**src/rtl/uart_tx.sv**
```systemverilog
// UART transmitter: start bit, DATA_BITS payload LSB first, optional parity, STOP_BIT stop periods.
// All outputs are registered; each bit period is BAUD_DIV clocks.
module uart_tx #(
  parameter int BAUD_DIV    = 434,
  parameter int DATA_BITS   = 8,
  parameter int PARITY_TYPE = 0,
  parameter int STOP_BIT    = 1
) (
  input  logic                 clk,
  input  logic                 rst,
  input  logic                 valid,
  input  logic [DATA_BITS-1:0] data_in,
  output logic                 ready,
  output logic                 tx,
  output logic                 done
);

  localparam logic [2:0] IDLE   = 3'd0;
  localparam logic [2:0] START  = 3'd1;
  localparam logic [2:0] DATA   = 3'd2;
  localparam logic [2:0] PARITY = 3'd3;
  localparam logic [2:0] STOP   = 3'd4;

  localparam int CNT_W = (BAUD_DIV > 1) ? $clog2(BAUD_DIV) : 1;
  localparam int IDX_W = $clog2(DATA_BITS);
  localparam logic [CNT_W-1:0] CNT_LAST  = CNT_W'(BAUD_DIV - 1);
  localparam logic [IDX_W-1:0] IDX_LAST  = IDX_W'(DATA_BITS - 1);
  localparam logic             STOP_LAST = 1'(STOP_BIT - 1);
  localparam bit PARITY_EN = (PARITY_TYPE == 1) || (PARITY_TYPE == 2);

  logic [2:0]           state_q, state_d;
  logic [CNT_W-1:0]     cnt_q, cnt_d;
  logic [IDX_W-1:0]     bitIdx_q, bitIdx_d;
  logic                 stopCnt_q, stopCnt_d;
  logic [DATA_BITS-1:0] shift_q, shift_d;
  logic                 parity_q, parity_d;
  logic                 tx_q, tx_d;
  logic                 ready_q, ready_d;
  logic                 done_q, done_d;
  logic                 bitEnd;

  assign bitEnd = (cnt_q == CNT_LAST);

  // tx_d always reflects the state being entered, so tx stays a pure register.
  always_comb begin
    state_d   = state_q;
    cnt_d     = cnt_q;
    bitIdx_d  = bitIdx_q;
    stopCnt_d = stopCnt_q;
    shift_d   = shift_q;
    parity_d  = parity_q;
    tx_d      = tx_q;
    ready_d   = ready_q;
    done_d    = 1'b0;
    case (state_q)
      IDLE: begin
        tx_d    = 1'b1;
        ready_d = 1'b1;
        if (valid && ready_q) begin
          shift_d   = data_in;
          parity_d  = (PARITY_TYPE == 2) ? ~(^data_in) : (^data_in);
          cnt_d     = '0;
          bitIdx_d  = '0;
          stopCnt_d = 1'b0;
          state_d   = START;
          tx_d      = 1'b0;
          ready_d   = 1'b0;
        end
      end
      START: begin
        if (bitEnd) begin
          cnt_d   = '0;
          state_d = DATA;
          tx_d    = shift_q[0];
        end else begin
          cnt_d = cnt_q + 1'b1;
        end
      end
      DATA: begin
        if (bitEnd) begin
          cnt_d = '0;
          if (bitIdx_q == IDX_LAST) begin
            if (PARITY_EN) begin
              state_d = PARITY;
              tx_d    = parity_q;
            end else begin
              state_d = STOP;
              tx_d    = 1'b1;
            end
          end else begin
            bitIdx_d = bitIdx_q + 1'b1;
            shift_d  = shift_q >> 1;
            tx_d     = shift_q[1];
          end
        end else begin
          cnt_d = cnt_q + 1'b1;
        end
      end
      PARITY: begin
        if (bitEnd) begin
          cnt_d   = '0;
          state_d = STOP;
          tx_d    = 1'b1;
        end else begin
          cnt_d = cnt_q + 1'b1;
        end
      end
      STOP: begin
        if (bitEnd) begin
          cnt_d = '0;
          if (stopCnt_q == STOP_LAST) begin
            state_d = IDLE;
            tx_d    = 1'b1;
            ready_d = 1'b1;
            done_d  = 1'b1;
          end else begin
            stopCnt_d = 1'b1;
          end
        end else begin
          cnt_d = cnt_q + 1'b1;
        end
      end
      default: begin
        state_d = IDLE;
        tx_d    = 1'b1;
        ready_d = 1'b1;
      end
    endcase
  end

  always_ff @(posedge clk) begin
    if (rst) begin
      state_q   <= IDLE;
      cnt_q     <= '0;
      bitIdx_q  <= '0;
      stopCnt_q <= 1'b0;
      shift_q   <= '0;
      parity_q  <= 1'b0;
      tx_q      <= 1'b1;
      ready_q   <= 1'b1;
      done_q    <= 1'b0;
    end else begin
      state_q   <= state_d;
      cnt_q     <= cnt_d;
      bitIdx_q  <= bitIdx_d;
      stopCnt_q <= stopCnt_d;
      shift_q   <= shift_d;
      parity_q  <= parity_d;
      tx_q      <= tx_d;
      ready_q   <= ready_d;
      done_q    <= done_d;
    end
  end

  assign tx    = tx_q;
  assign ready = ready_q;
  assign done  = done_q;

endmodule
```
**config.mk**
```make
export PLATFORM = sky130hd
export DESIGN_NAME = uart_tx
export DESIGN_NICKNAME = d
export VERILOG_FILES = /design/src/rtl/uart_tx.sv
export SDC_FILE = /design/constraint.sdc
export NUM_CORES = 1
export LEC_CHECK = 0
export CAP_MARGIN = 15
export CORE_ASPECT_RATIO = 2
export CORE_MARGIN = 8
export CORE_UTILIZATION = 35
export DETAILED_ROUTE_END_ITERATION = 16
export GPL_TIMING_DRIVEN = 0
export PLACE_DENSITY = 0.57
export SYNTH_ARGS = -nofsm -noshare
export SYNTH_HDL_FRONTEND = slang
export SYNTH_SLANG_ARGS = --single-unit
```
**constraint.sdc**
```tcl
create_clock -name clk -period 5 [get_ports clk]
set_input_delay 1 -clock clk [delete_from_list [all_inputs] [get_ports clk]]
set_output_delay 1 -clock clk [all_outputs]
set_load 0.02 [all_outputs]
```
After elaboration in Yosys (flattened, before gate mapping). Cells that the tools add are included.

Word-level logic and storage cells: 74. Flip-flop bits (word level): 27.

Multiplexer cells: 33. Bitwise gates (word level): 3. Add/subtract/negate cells: 2. Equal/unequal tests: 14. Reduce and logical (&&, ||, !) cells: 14.

Operator list (count): $mux 3 (10); $mux 8 (3); $mux 9 (2); $pmux 9 s2 (1); $ne 2x2->1 const B (8); $pmux 8 s2 (1); $pmux 3 s5 (1); $mux 1 (11); $add 9x1->9 const B (1); $eq 9x9->1 const B (1); $reduce_and 7->1 (1); $eq 3x2->1 const B (2); $eq 3x3->1 const B (2); $pmux 3 s2 (1); $reduce_and 3->1 (2); $reduce_bool 2->1 (3); $reduce_or 3->1 (2); $pmux 1 s5 (1); $reduce_and 5->1 (1); $reduce_and 4->1 (1); $reduce_or 4->1 (1); $add 3x1->3 const B (1); $eq 3x1->1 const B (1); $logic_not 3->1 (1); other kinds (5) (7).

Logic depth before layout (Yosys ltp).
Depth in word-level cells: 4. Mapped depth: 7.

Least setup slack after synthesis. OpenSTA, ideal clock, no wires.

Path type: input -> register. Start point: input port valid. End point: register cnt_q[2]. Required time: 4.935 ns. Data arrival time: 2.080 ns. Slack: 2.854 ns. Stages: 4. Cell sequence: a2111oi_2 > or2_2 > o21ai_1 > nor2_1.

Word-level cells in the longest chain between the ends: 3.

RTL lines: start, declared (RTL line 11) `input logic valid,`; $logic_and 1x1->1 (RTL line 59) `if (valid && ready_q) begin`; $ne 2x2->1 (no line); $reduce_and 2->1 (no line); end signal, assigned (RTL line 144) `cnt_q <= cnt_d;`; end, declared (RTL line 32) `logic [CNT_W-1:0] cnt_q, cnt_d;`.

No other way between the ends. A chain may end at the register's enable or synchronous reset.

Worst setup path after layout.
Start point: input port valid. End point: register cnt_q[3].

The elaborated chain is that of the path after synthesis.

==> tab_implementation.tex <==
\begin{tabular}{lr}
\hline
Metric & Value \\
\hline
\multicolumn{2}{l}{\textbf{Worst setup path}} \\
Depth of the worst register-to-register path & 7 \\
Reg-to-reg startpoint & bitIdx\_q[0]\$\_SDFFE\_PP0P\_ \\
Worst Path Arrival & around 3 ns \\
Setup slack, reg-to-reg & 2.87 ns \\
Required time of the worst setup path & between 5 and 6 ns \\
CP Class & in -> reg \\
Crit-path max FO & 8 \\
Capture point of the worst reg-to-reg path & shift\_q[5]\$\_SDFFE\_PP0P\_ \\
Endpoint class of the critical path & register \\
Startpoint Class & input pin \\
\multicolumn{2}{l}{\textbf{Placement}} \\
Worst setup slack before clock tree synthesis & just under 2 ns \\
Gpl congestion & 0.8411 \\
Cell count after placement & around 200 \\
Number of buffers added on ports & 12 \\
Detail Placement HPWL & around 2.0 mm \\
\multicolumn{2}{l}{\textbf{Die}} \\
Die Wd & between 50 and 60 um \\
Starting utilization of the core area & 0.3567 \\
Top-level I/O count & 14 \\
Die height & roughly 100 um \\
DIE AREA & between 6000 and 7000 um\^{}2 \\
Core box area & roughly 3800 um\^{}2 \\
Num rows & 32 \\
\multicolumn{2}{l}{\textbf{Layout}} \\
N\_diodes & 0 \\
Area added between synthesis and finish & 19.01\% \\
Layout Cells excl Fill & $\sim$210 \\
Number of inserted filler cells in the final layout & 401 \\
Fin nets & $\sim$170 \\
Proportion of layout cells with a drive suffix above 1 & 0.09615 \\
Sequential standard cell area & $\sim$520 um\^{}2 \\
Total area of multi-input combinational cells & 773.2 um\^{}2 \\
Utilization of the core after routing & 0.4245 \\
\multicolumn{2}{l}{\textbf{Timing}} \\
Post-route worst setup slack & roughly 2.2 ns \\
Total of endpoints with negative setup slack in the final report & 0 \\
Final clock period utilization by the worst path & 0.5517 \\
Relative max-transition margin & 0.3849 \\
Setup repair after global routing missed its margin & false \\
Period minus WS final & about 2.8 ns \\
Fin. max-slew vios & 0 \\
Worst clock skew & 0.008696 ns \\
Setup total negative slack & 0 ns \\
Final count of hold timing violations & 0 \\
Transition time at the pin with the least slew margin & slightly above 0.9 ns \\
Maximum clock frequency & 362.5 MHz \\
Worst hold slack after final layout & $\sim$0.50 ns \\
\multicolumn{2}{l}{\textbf{Min path}} \\
Hold path startpoint & bitIdx\_q[1]\$\_SDFFE\_PP0P\_ \\
Hold Path Cell Cnt & 1 \\
Worst Hold Endpoint & bitIdx\_q[1]\$\_SDFFE\_PP0P\_ \\
Kind of path behind the tightest hold check & reg -> reg \\
\multicolumn{2}{l}{\textbf{Route}} \\
Via-to-Cell Ratio & between 5 and 6 \\
Detailed-route wire length per cell & 13.70 um \\
DRC marker count from the first detailed-route iteration & 27 \\
Router iterations before antenna repair & 4 \\
DRT antenna net count & 0 \\
Total wirelength of the detailed-routed design & $\sim$2.8 mm \\
DRC Markers & 0 \\
Routed vias & 1078 \\
\multicolumn{2}{l}{\textbf{Clock network}} \\
Clock slew seen by the registers of the worst setup and hold paths & 0.09 ns \\
Clock insertion delay at the later pin of the skew report & 0.27 ns \\
Clk sinks & 26 \\
Post-CTS resize count & 0 \\
Number of buffers added to fix hold violations after cts & 0 \\
Post-CTS setup-driven buffer insertion count & 0 \\
Clock Tree Buf Depth & 2 \\
Depth of the CTS H-tree & 1 \\
Clock tree from TritonCTS & built \\
Root buffer cell & clkbuf\_8 \\
Total clock buffers created by CTS & 3 \\
\multicolumn{2}{l}{\textbf{Synth}} \\
Cell count after synthesis & 140 \\
Portion of the post-synthesis area used by sequential elements & 0.3877 \\
Flip-flop cell with the highest count after synthesis & dfxtp\_1 \\
Post-Syn Nets & about 160 \\
Average instance area after synthesis & $\sim$9.6 um\^{}2 \\
Number of synthesized flops with an enable pin & 0 \\
Cell type with the largest total area after synthesis & dfxtp\_1 \\
Share of Yosys cell area claimed by the top area cell type & 0.3877 \\
Yosys synthesis warning count & 0 \\
Largest cells by area after synthesis & dfxtp\_1 39\%, mux2i\_1 6.0\%, a311oi\_1 4.6\% \\
Flip-flop and latch count after synthesis & 26 \\
Yosys cell types & between 40 and 50 \\
Share of synthesized flip-flops with an asynchronous set or reset & 0 \\
Synthesized area & about 1300 um\^{}2 \\
\multicolumn{2}{l}{\textbf{Power and ir drop}} \\
Sw Pwr & between 100 and 150 uW \\
Combinational fraction of design power & 0.137 \\
Register share of total power & 0.486 \\
Net Sw Frac & 0.2345 \\
P per Cell Area & 288.6 nW/um\^{}2 \\
Cell internal power dissipation & between 300 and 400 uW \\
Leakage component of the power & 0.5529 nW \\
Maximum VDD drop & 0.2799 mV \\
Clock share of power & 0.377 \\
\multicolumn{2}{l}{\textbf{Global routing}} \\
Largest net degree at the start of global routing & 16 \\
Global-route wire length before repair & just over 5 mm \\
Number of antenna violations at the first check in global routing & 0 \\
Vias in the first global route & 1181 \\
GRT Util Overall & 0.1014 \\
Global route overflow & 0 \\
\multicolumn{2}{l}{\textbf{Status}} \\
Result of the run & finished clean \\
\multicolumn{2}{l}{\textbf{Flow run}} \\
Number of max-cap violations & 0 \\
\hline
\end{tabular}
## synth_stat cells, drive strengths merged, types with 3 or more instances
cell type	instances
nor4	3
buf	4
nand3	4
clkbuf	5
inv	3
a311oi	7
nand2	5
nor3b	3
ha	4
nor2	14
nor3	5
o21ai	4
mux2i	8
a21oi	11
dfxtp	26
xnor2	7
## cells by family (layout without fill, tap and decap cells)
group	after synthesis	in the layout	synth area share
AO/OA/AOI/OAI	34	34	0.1985
XOR/XNOR	7	7	0.04567
adder cells (fa/ha/maj)	4	4	0.03728
buffers and inverters	12	28	0.03634
flip-flops	26	26	0.3877
multiplexers	9	9	0.06804
AND/OR/NAND/NOR	48	48	0.2265
## cell type report
cell class                 count  share of cell area
sequential                    26              0.3258
inverter                       3            0.007048
tap                           51             0.03994
clock inverter                 1             0.01879
multi-input combinational    102              0.4839
clock buffer                   3             0.02584
timing repair buffer          12             0.07518
buffer                         9             0.02349
## per-stage QoR
stage	area, um^2	total power, mW
finish	1598	0.4611
global route	1598	0.4843
CTS	1598	0.4680
detailed placement	1526	0.2922
global placement	1526	0.2910
floorplan	1343	0.2699
## worst max-delay path by stage
| stage | from | end | slack, ns | cells past startpoint |
|---|---|---|---|---|
| finish | valid | cnt_q[3]$_SDFFE_PP0P_ | 2.24 | 5 |
| floorplan | valid | cnt_q[2]$_SDFFE_PP0P_ | 2.85 | 4 |
| global placement | valid | cnt_q[2]$_SDFFE_PP0P_ | 2.00 | 5 |
| global route | valid | cnt_q[3]$_SDFFE_PP0P_ | 2.15 | 5 |
| detailed placement | valid | cnt_q[3]$_SDFFE_PP0P_ | 1.95 | 5 |
| CTS | valid | cnt_q[3]$_SDFFE_PP0P_ | 2.25 | 5 |
## routing by layer
| metal | global-route usage | vias to the layer above | part of all wire |
|---|---|---|---|
| li1 | - | 555 | - |
| met1 | 0.1260 | 500 | 0.49 |
| met2 | 0.1647 | 18 | 0.47 |
| met3 | 0.01735 | 5 | 0.027 |
| met4 | 0.03787 | 0 | 0.017 |
| met5 | 0 | - | 0 |
## flip-flops by register name (all words and copies together) (netlist names)
name and cells:
ready 1, tx 1, cnt_q 9, shift_q 8
done 1, state_q 3, bitIdx_q 3
## cell usage in the layout, fill, tap and decap left out, types with 2 or more instances in the layout
| master | n |
|---|---|
| a21oi_1 | 11 |
| buf_2 | 3 |
| nand2_1 | 5 |
| nor3b_1 | 3 |
| nor4_1 | 3 |
| o21ai_0 | 3 |
| inv_1 | 3 |
| a311oi_1 | 7 |
| mux2i_1 | 8 |
| nor3_1 | 5 |
| xnor2_1 | 7 |
| nor2_1 | 14 |
| ha_1 | 4 |
| clkdlybuf4s50_1 | 12 |
| nand4_1 | 2 |
| clkbuf_1 | 5 |
| dfxtp_1 | 26 |
| nand3_1 | 4 |
| a22o_1 | 2 |
| clkbuf_8 | 3 |
## power by group through the flow
stage	logic, mW	clock network (mW)	registers, mW
after CTS	0.0634	0.180	0.224
after detailed placement	0.0631	0	0.229
final	0.0632	0.174	0.224
after floorplan	0.0407	0	0.229
after global placement	0.0624	0	0.229
after global routing	0.0703	0.188	0.226
## worst max-delay path, stage by stage
cell	delay [ns]
clkdlybuf4s50_1	0.47
a2111oi_2	0.89
or2_2	0.26
o21ai_1	0.18
nor2_1	0.17
Note: power is estimated with default switching activity, not from simulation.
